[config.mk]
export PLATFORM = sky130hd
export DESIGN_NAME = uart_rx_frame
export DESIGN_NICKNAME = d
export VERILOG_FILES = /design/src/rtl/uart_rx_frame.sv
export SDC_FILE = /design/constraint.sdc
export NUM_CORES = 1
export LEC_CHECK = 0
export CORE_UTILIZATION = 45
export DETAILED_ROUTE_END_ITERATION = 10
export GPL_ROUTABILITY_DRIVEN = 0
export PLACE_DENSITY = 0.66
export SETUP_SLACK_MARGIN = 0.15
export SLEW_MARGIN = 5
export SYNTH_ARGS = -nofsm -noshare
export SYNTH_HDL_FRONTEND = slang
export SYNTH_SLANG_ARGS = --single-unit
[constraint.sdc]
create_clock -name clk -period 1.8 [get_ports clk]
set_clock_uncertainty 0.1 [all_clocks]
set_input_delay 0.18 -clock clk [delete_from_list [all_inputs] [get_ports clk]]
set_output_delay 0.18 -clock clk [all_outputs]
set_load 0.01 [all_outputs]
[src/rtl/uart_rx_frame.sv]
// 8N1 serial receiver: synchronises rs232_rx, centre-samples each bit with a baud
// counter and reports each byte on the falling edge of rx_int.
module uart_rx_frame #(
    parameter int CLK_HZ   = 50000000,
    parameter int BAUD     = 9600,
    parameter int BAUD_DIV = CLK_HZ / BAUD
) (
    input  logic       clk,
    input  logic       rst,
    input  logic       rs232_rx,
    output logic [7:0] rx_data,
    output logic       rx_int,
    output logic       rx_valid,
    output logic       frame_err
);

    localparam int CNT_W = $clog2(BAUD_DIV);
    localparam logic [CNT_W-1:0] CNT_LAST = CNT_W'(BAUD_DIV - 1);
    localparam logic [CNT_W-1:0] CNT_HALF = CNT_W'(BAUD_DIV / 2 - 1);

    typedef enum logic [2:0] {
        IDLE  = 3'd0,
        START = 3'd1,
        DATA  = 3'd2,
        STOP  = 3'd3,
        BREAK = 3'd4
    } state_t;

    state_t           state, state_nxt;
    logic [CNT_W-1:0] cnt, cnt_nxt;
    logic [2:0]       bit_idx, bit_idx_nxt;
    logic [7:0]       shift_reg, shift_nxt;
    logic             stop_taken, stop_taken_nxt;
    logic             stop_bit, stop_bit_nxt;
    logic [7:0]       rx_data_nxt;
    logic             rx_int_nxt, rx_valid_nxt, frame_err_nxt;

    logic sync_p0, sync_p1, prev_p2;
    logic line_fall;

    // p0/p1: metastability synchroniser; p2: previous sample for edge detect
    always_ff @(posedge clk) begin
        if (rst) begin
            sync_p0 <= 1'b1;
            sync_p1 <= 1'b1;
            prev_p2 <= 1'b1;
        end else begin
            sync_p0 <= rs232_rx;
            sync_p1 <= sync_p0;
            prev_p2 <= sync_p1;
        end
    end

    assign line_fall = prev_p2 & ~sync_p1;

    always_ff @(posedge clk) begin
        if (rst) begin
            state      <= IDLE;
            cnt        <= '0;
            bit_idx    <= '0;
            shift_reg  <= '0;
            stop_taken <= 1'b0;
            stop_bit   <= 1'b0;
            rx_data    <= 8'h00;
            rx_int     <= 1'b0;
            rx_valid   <= 1'b0;
            frame_err  <= 1'b0;
        end else begin
            state      <= state_nxt;
            cnt        <= cnt_nxt;
            bit_idx    <= bit_idx_nxt;
            shift_reg  <= shift_nxt;
            stop_taken <= stop_taken_nxt;
            stop_bit   <= stop_bit_nxt;
            rx_data    <= rx_data_nxt;
            rx_int     <= rx_int_nxt;
            rx_valid   <= rx_valid_nxt;
            frame_err  <= frame_err_nxt;
        end
    end

    always_comb begin
        state_nxt      = state;
        cnt_nxt        = (cnt == CNT_LAST) ? '0 : cnt + CNT_W'(1);
        bit_idx_nxt    = bit_idx;
        shift_nxt      = shift_reg;
        stop_taken_nxt = stop_taken;
        stop_bit_nxt   = stop_bit;
        rx_data_nxt    = rx_data;
        rx_int_nxt     = rx_int;
        rx_valid_nxt   = 1'b0;
        frame_err_nxt  = 1'b0;

        case (state)
            IDLE: begin
                cnt_nxt = '0;
                if (line_fall) state_nxt = START;
            end
            START: begin
                if (cnt == CNT_HALF) begin
                    if (!sync_p1) begin
                        rx_int_nxt  = 1'b1;
                        bit_idx_nxt = '0;
                        state_nxt   = DATA;
                    end else begin
                        state_nxt = IDLE;
                    end
                end
            end
            DATA: begin
                if (cnt == CNT_LAST) begin
                    shift_nxt   = {sync_p1, shift_reg[7:1]};
                    bit_idx_nxt = bit_idx + 3'd1;
                    if (bit_idx == 3'd7) state_nxt = STOP;
                end
            end
            STOP: begin
                // Stop bit is captured first; the byte is published one cycle later.
                if (stop_taken) begin
                    stop_taken_nxt = 1'b0;
                    rx_data_nxt    = shift_reg;
                    rx_int_nxt     = 1'b0;
                    if (stop_bit) begin
                        rx_valid_nxt = 1'b1;
                        state_nxt    = IDLE;
                    end else begin
                        frame_err_nxt = 1'b1;
                        state_nxt     = BREAK;
                    end
                end else if (cnt == CNT_LAST) begin
                    stop_taken_nxt = 1'b1;
                    stop_bit_nxt   = sync_p1;
                end
            end
            BREAK: begin
                cnt_nxt = '0;
                if (sync_p1) state_nxt = IDLE;
            end
            default: state_nxt = IDLE;
        endcase

        if (state_nxt != state) cnt_nxt = '0;
    end

endmodule

Word level (Yosys, flattened, before mapping)
Index checks and enable logic that the tools add are counted.
{"block": "totals", "register_bits": 43, "mem_count": 0, "latchBits": 0, "ramBits": 0, "romBits": 0}
{"block": "classes", "n_addsub": 2, "order_cmp": 0, "eq_ne": 12, "n_mux": 21, "n_bitwise": 4, "shifts": 0, "n_reduce_logical": 10, "div": 0, "n_mul": 0}
{"operator": "2-to-1 mux 3 bit", "n": 10}
{"operator": "one-hot mux 3 bit (5 select lines)", "n": 1}
{"operator": "adder 13 x 1 -> 13 bit, second input constant", "n": 1}
{"operator": "equality test 13 x 12 -> 1 bit, second input constant", "n": 1}
{"operator": "equality test 13 bit, second input constant", "n": 1}
{"operator": "!= test 2 bit, second input constant", "n": 4}
{"operator": "AND reduction 4 bit", "n": 2}
{"operator": "2-to-1 mux 1 bit", "n": 7}
{"operator": "equality test 3 x 2 -> 1 bit, second input constant", "n": 2}
{"operator": "equality test 3 bit, second input constant", "n": 2}
{"operator": "one-hot mux 3 bit (2 select lines)", "n": 1}
{"operator": "OR reduction 5 bit", "n": 1}
{"operator": "AND reduction 2 bit", "n": 2}
{"operator": "nonzero test 2 bit", "n": 2}
{"operator": "adder 3 x 1 -> 3 bit, second input constant", "n": 1}
{"operator": "equality test 3 x 1 -> 1 bit, second input constant", "n": 1}
{"operator": "logical NOT 3 bit", "n": 1}
{"operator": "!= test 3 bit", "n": 1}
{"operator": "inverter 1 bit", "n": 3}
{"operator": "AND reduction 3 bit", "n": 1}
{"operator": "OR reduction 3 bit", "n": 1}
{"operator": "2-to-1 mux 2 bit", "n": 1}
{"operator": "one-hot mux 1 bit (2 select lines)", "n": 1}
{"operator": "AND 1 bit", "n": 1}

Logic depth before layout (Yosys ltp)
{"block": "depth", "word_depth": 6, "depth_mapped": 8, "mapped_depth_nobuf": 6}

Worst setup path after synthesis
OpenSTA, ideal clock, no wires.
{"block": "synth_path", "path_kind": "register to register", "startpoint": "reg cnt[0]", "endpoint": "reg cnt[11]", "t_arrival_ps": 1647, "setup_slack_ps": -80, "synth_period_minus_slack_ps": 1880, "path_stages_with_launch": 7, "t_required_ps": 1566, "cell_sequence": "dfxtp_1 -> ha_1 -> and3_4 -> and4_4 -> o32ai_4 -> mux2i_2 -> nor3_1"}
{"block": "synth_between", "elab_chain_cells": 5, "elab_cells_between_ends": 8, "cone_classes": "add/sub (1); eq/ne (3); mux (3); reduce/logical (1)"}
{"item": "from (decl)", "line_no": "30", "rtl": "logic [CNT_W-1:0] cnt, cnt_nxt;"}
{"item": "from (signal assigned)", "line_no": "70", "rtl": "cnt <= cnt_nxt;"}
{"item": "equality test 13 bit / equality test 13 x 12 -> 1 bit (equally long branches)", "line_no": "84, 111, 100"}
{"item": "2-to-1 mux 3 bit (on tied branches)", "line_no": "111, 100"}
{"item": "one-hot mux 3 bit (5 select lines)", "line_no": "94", "rtl": "case (state)"}
{"item": "!= test 3 bit", "line_no": "142", "rtl": "if (state_nxt != state) cnt_nxt = '0;"}
{"item": "OR reduction 5 bit (no line)"}
Parallel ways exist; a longest one is shown, timed or not.
A chain may end at the register's enable or synchronous reset.

Worst setup path in the final report
{"block": "layout_path", "startpoint": "reg cnt[1]", "endpoint": "reg cnt[0]"}
{"block": "layout_between", "elab_chain_cells": 5, "elab_cells_between_ends": 7, "cone_classes": "eq/ne (3); mux (3); reduce/logical (1)"}
{"item": "equality test 13 bit / equality test 13 x 12 -> 1 bit (equally long branches)", "line_no": "84, 111, 100"}
{"item": "2-to-1 mux 3 bit (on tied branches)", "line_no": "111, 100"}
{"item": "one-hot mux 3 bit (5 select lines)", "line_no": "94"}
{"item": "!= test 3 bit", "line_no": "142"}
{"item": "OR reduction 5 bit (no line) (*)"}
Mark *: on every way between the ends. The rest lies on a longest branch, timed or not.

==> results.json <==
{
  "clkLatencyLatePin_ns": 0.29,
  "vias_per_cell": 5.26,
  "vias": 1477,
  "highest_count_cells_in_the_layout_ignoring_fill_and_taps": "sky130_fd_sc_hd__dfxtp_1, sky130_fd_sc_hd__nand2_1, sky130_fd_sc_hd__nor2_1, sky130_fd_sc_hd__buf_4",
  "p_int_w": 0.00130,
  "failed_checks": "negative setup slack",
  "cts_sinks": 43,
  "ir_drop_mv": 0.514,
  "mappedNetlistArea_um2": 1860,
  "final_area_um2": 2330,
  "drcViolationCount": 0,
  "cts.path.max_buffers": 2,
  "finalHoldViolCount": 0,
  "pin_count": 14,
  "timing.final.crit_period_ns": 1.82,
  "synth_edf_count": 0,
  "final_net_count": 238,
  "cp_slowest_stage_delay_ns": 0.39,
  "dpl_worst_slack_ns": -0.0856,
  "syn-instance-count": 199,
  "holdBufCountCts": 0,
  "die_height_um": 66.3,
  "critical_path.n_buffers_inverters": 0,
  "maxCapViolCount": 0,
  "worst_hold_path_type": "reg -> reg",
  "power.density_cell_area_nw_per_um2": 708,
  "globalRouteTotalUtil": 0.189,
  "synth.top_cells.by_area": "sky130_fd_sc_hd__dfxtp_1, sky130_fd_sc_hd__mux2i_1, sky130_fd_sc_hd__nand2_1",
  "insertedDiodeCount": 0,
  "tritoncts": "done",
  "synth_top_area_share": 0.463,
  "hold-path-cell-count": 1,
  "netSwitchingFraction": 0.213,
  "largest_reg_flops": 13,
  "worst_path_max_delay_cell": "sky130_fd_sc_hd__mux2i_4",
  "result_of_the_run": "finished with violations",
  "netlist.top_cell.by_area": "sky130_fd_sc_hd__dfxtp_1",
  "routed_wire_length_per_instance_um": 13.0,
  "p_switching_w": 0.000351,
  "mappedNetlistNets": 205,
  "dpl-instance-area_um2": 2160,
  "critPathArrivalTime_ns": 1.89,
  "yosys_warnings": 0,
  "power_frac_comb": 0.036,
  "clock_tree.htree_level_count": 2,
  "wire_length_of_the_first_global_routing_pass_mm": 6.16,
  "critical-path-top-delay-family": "simple AND/OR/NAND/NOR gates",
  "clkTransAtPathRegs_ns": 0.08,
  "drive_above_1_share": 0.232,
  "die-area_um2": 4390,
  "global_route.overflow_total": 0,
  "worstPathMaxFanout": 7,
  "static-leakage-power_nw": 0.897,
  "synth_ff_type": "sky130_fd_sc_hd__dfxtp_1",
  "setup_viol": 5,
  "synth_async_sr_flop_share": 0,
  "final_antenna_net_count": 0,
  "fmax_mhz": 549,
  "fin_util": 0.613,
  "drv_slew": 0,
  "first_pass_iters": 4,
  "fp.dieW_um": 66.3,
  "via_count_of_the_first_global_routing_pass": 1424,
  "yosysSeqAreaShare": 0.463,
  "postSynthAreaPerCell_um2": 9.34,
  "p_clk_frac": 0.381,
  "clk_root_buffer_cell": "sky130_fd_sc_hd__clkbuf_8",
  "timing.critical_path.to_type": "flop",
  "rr_worst_depth": 6,
  "critical_setup_path_class": "reg -> reg",
  "core_area_um2": 3800,
  "totalWireLength_mm": 3.64,
  "final.setup.worst_slack_ns": -0.0199,
  "postSynthRegisterBits": 43,
  "detailed_place_hpwl_mm": 2.67,
  "start_util": 0.489,
  "netlist-cell-type-count": 37,
  "grt_setup_unrepaired": "yes",
  "grt_start_max_net_pins": 33,
  "antenna_found_initial": 0,
  "drt_iter0_markers": 43,
  "final.fill_count": 304,
  "path_depth": 6,
  "final_common_cell": "sky130_fd_sc_hd__dfxtp_1",
  "cts-buffers-inserted": 5,
  "crit_chain": "ha_4 > and3_4 > and4_4 > o32ai_4 > mux2i_4 > nor3_1",
  "sequential_share_of_power": 0.583,
  "final.period_utilization": 1.01,
  "num_rows": 22,
  "critical_path.startpoint_type": "flop",
  "area.growth.synth_to_final_pct": 25.4,
  "worst_slew_pin_slew_ns": 0.332,
  "cp_data_required_time_ns": 1.87,
  "slew_headroom": 0.777,
  "placement.io_buffers": 13
}
path summary, 6_finish.rpt:
path,start,to,slack [ns]
setup / recovery,cnt[1],cnt[0],-0.02
hold / removal,sync_p0,sync_p1,0.33
setup reg to reg,cnt[1],cnt[0],-0.02
hold reg to reg,sync_p0,sync_p1,0.33
synth_stat cells (2+ instances only):
master	n
sky130_fd_sc_hd__xor2_1	6
sky130_fd_sc_hd__nand4_1	2
sky130_fd_sc_hd__mux2i_1	10
sky130_fd_sc_hd__nor2_1	23
sky130_fd_sc_hd__and3_1	3
sky130_fd_sc_hd__nand2b_1	3
sky130_fd_sc_hd__buf_6	4
sky130_fd_sc_hd__and4_4	2
sky130_fd_sc_hd__and2b_1	2
sky130_fd_sc_hd__nand2_1	26
sky130_fd_sc_hd__a31oi_1	2
sky130_fd_sc_hd__nor3b_1	2
sky130_fd_sc_hd__or2_2	3
sky130_fd_sc_hd__a21oi_1	14
sky130_fd_sc_hd__nor3_1	9
sky130_fd_sc_hd__ha_1	3
sky130_fd_sc_hd__nand3_1	13
sky130_fd_sc_hd__xnor2_1	5
sky130_fd_sc_hd__dfxtp_1	43
sky130_fd_sc_hd__clkbuf_1	5
sky130_fd_sc_hd__nand3b_1	3
power groups by stage:
| stage | sequential [W] | clock, W | combinational [W] |
|---|---|---|---|
| after CTS | 0.000960 | 0.000655 | 0.0000596 |
| final | 0.000961 | 0.000628 | 0.0000597 |
| after global routing | 0.000962 | 0.000698 | 0.0000640 |
| after detailed placement | 0.000983 | 0 | 0.0000583 |
| after floorplan | 0.000980 | 0 | 0.0000446 |
| after global placement | 0.000983 | 0 | 0.0000559 |
kinds of logic (layout without fill, tap and decap cells):
family | after synthesis | count (layout) | synth area share
AO/OA/AOI/OAI | 19 | 19 | 0.0781
XOR/XNOR | 11 | 11 | 0.0519
adder cells (fa/ha/maj) | 3 | 3 | 0.0202
buffers and inverters | 11 | 45 | 0.0404
flip-flops | 43 | 43 | 0.463
multiplexers | 11 | 11 | 0.0613
AND/OR/NAND/NOR | 101 | 101 | 0.285
per-layer routing:
layer / vias to the layer above / GRT usage / share of wire
li1: 744 / - / -
met1: 701 / 0.210 / 0.45
met2: 26 / 0.319 / 0.50
met3: 6 / 0.0603 / 0.036
met4: 0 / 0.0984 / 0.017
met5: - / 0 / 0
timing repair:
action,in CTS,in global routing
gates resized for setup,9,3
pin swaps,3,3
setup buffers,3,1
setup endpoints to repair,22,29
stage by stage:
step	hold slack, ns	total power [W]	TNS [ns]	std cells
after floorplan	0.184	0.00102	-0.0103	199
after global placement	0.304	0.00104	-0.0340	269
after detailed placement	0.303	0.00104	-0.463	269
after CTS	0.327	0.00167	-0.156	280
after global routing	0.346	0.00172	-0.614	281
final	0.332	0.00165	-0.0703	281
final cells by class:
type | count | area (um^2) | area share
Clock buffer | 7 | 86.3 | 0.0371
Tap cell | 48 | 60.1 | 0.0258
Inverter | 1 | 3.75 | 0.00161
Multi-Input combinational cell | 145 | 983 | 0.422
Timing Repair Buffer | 36 | 323 | 0.139
Sequential cell | 43 | 865 | 0.371
Clock inverter | 1 | 8.76 | 0.00376
Power figures use the tool's default switching activity.
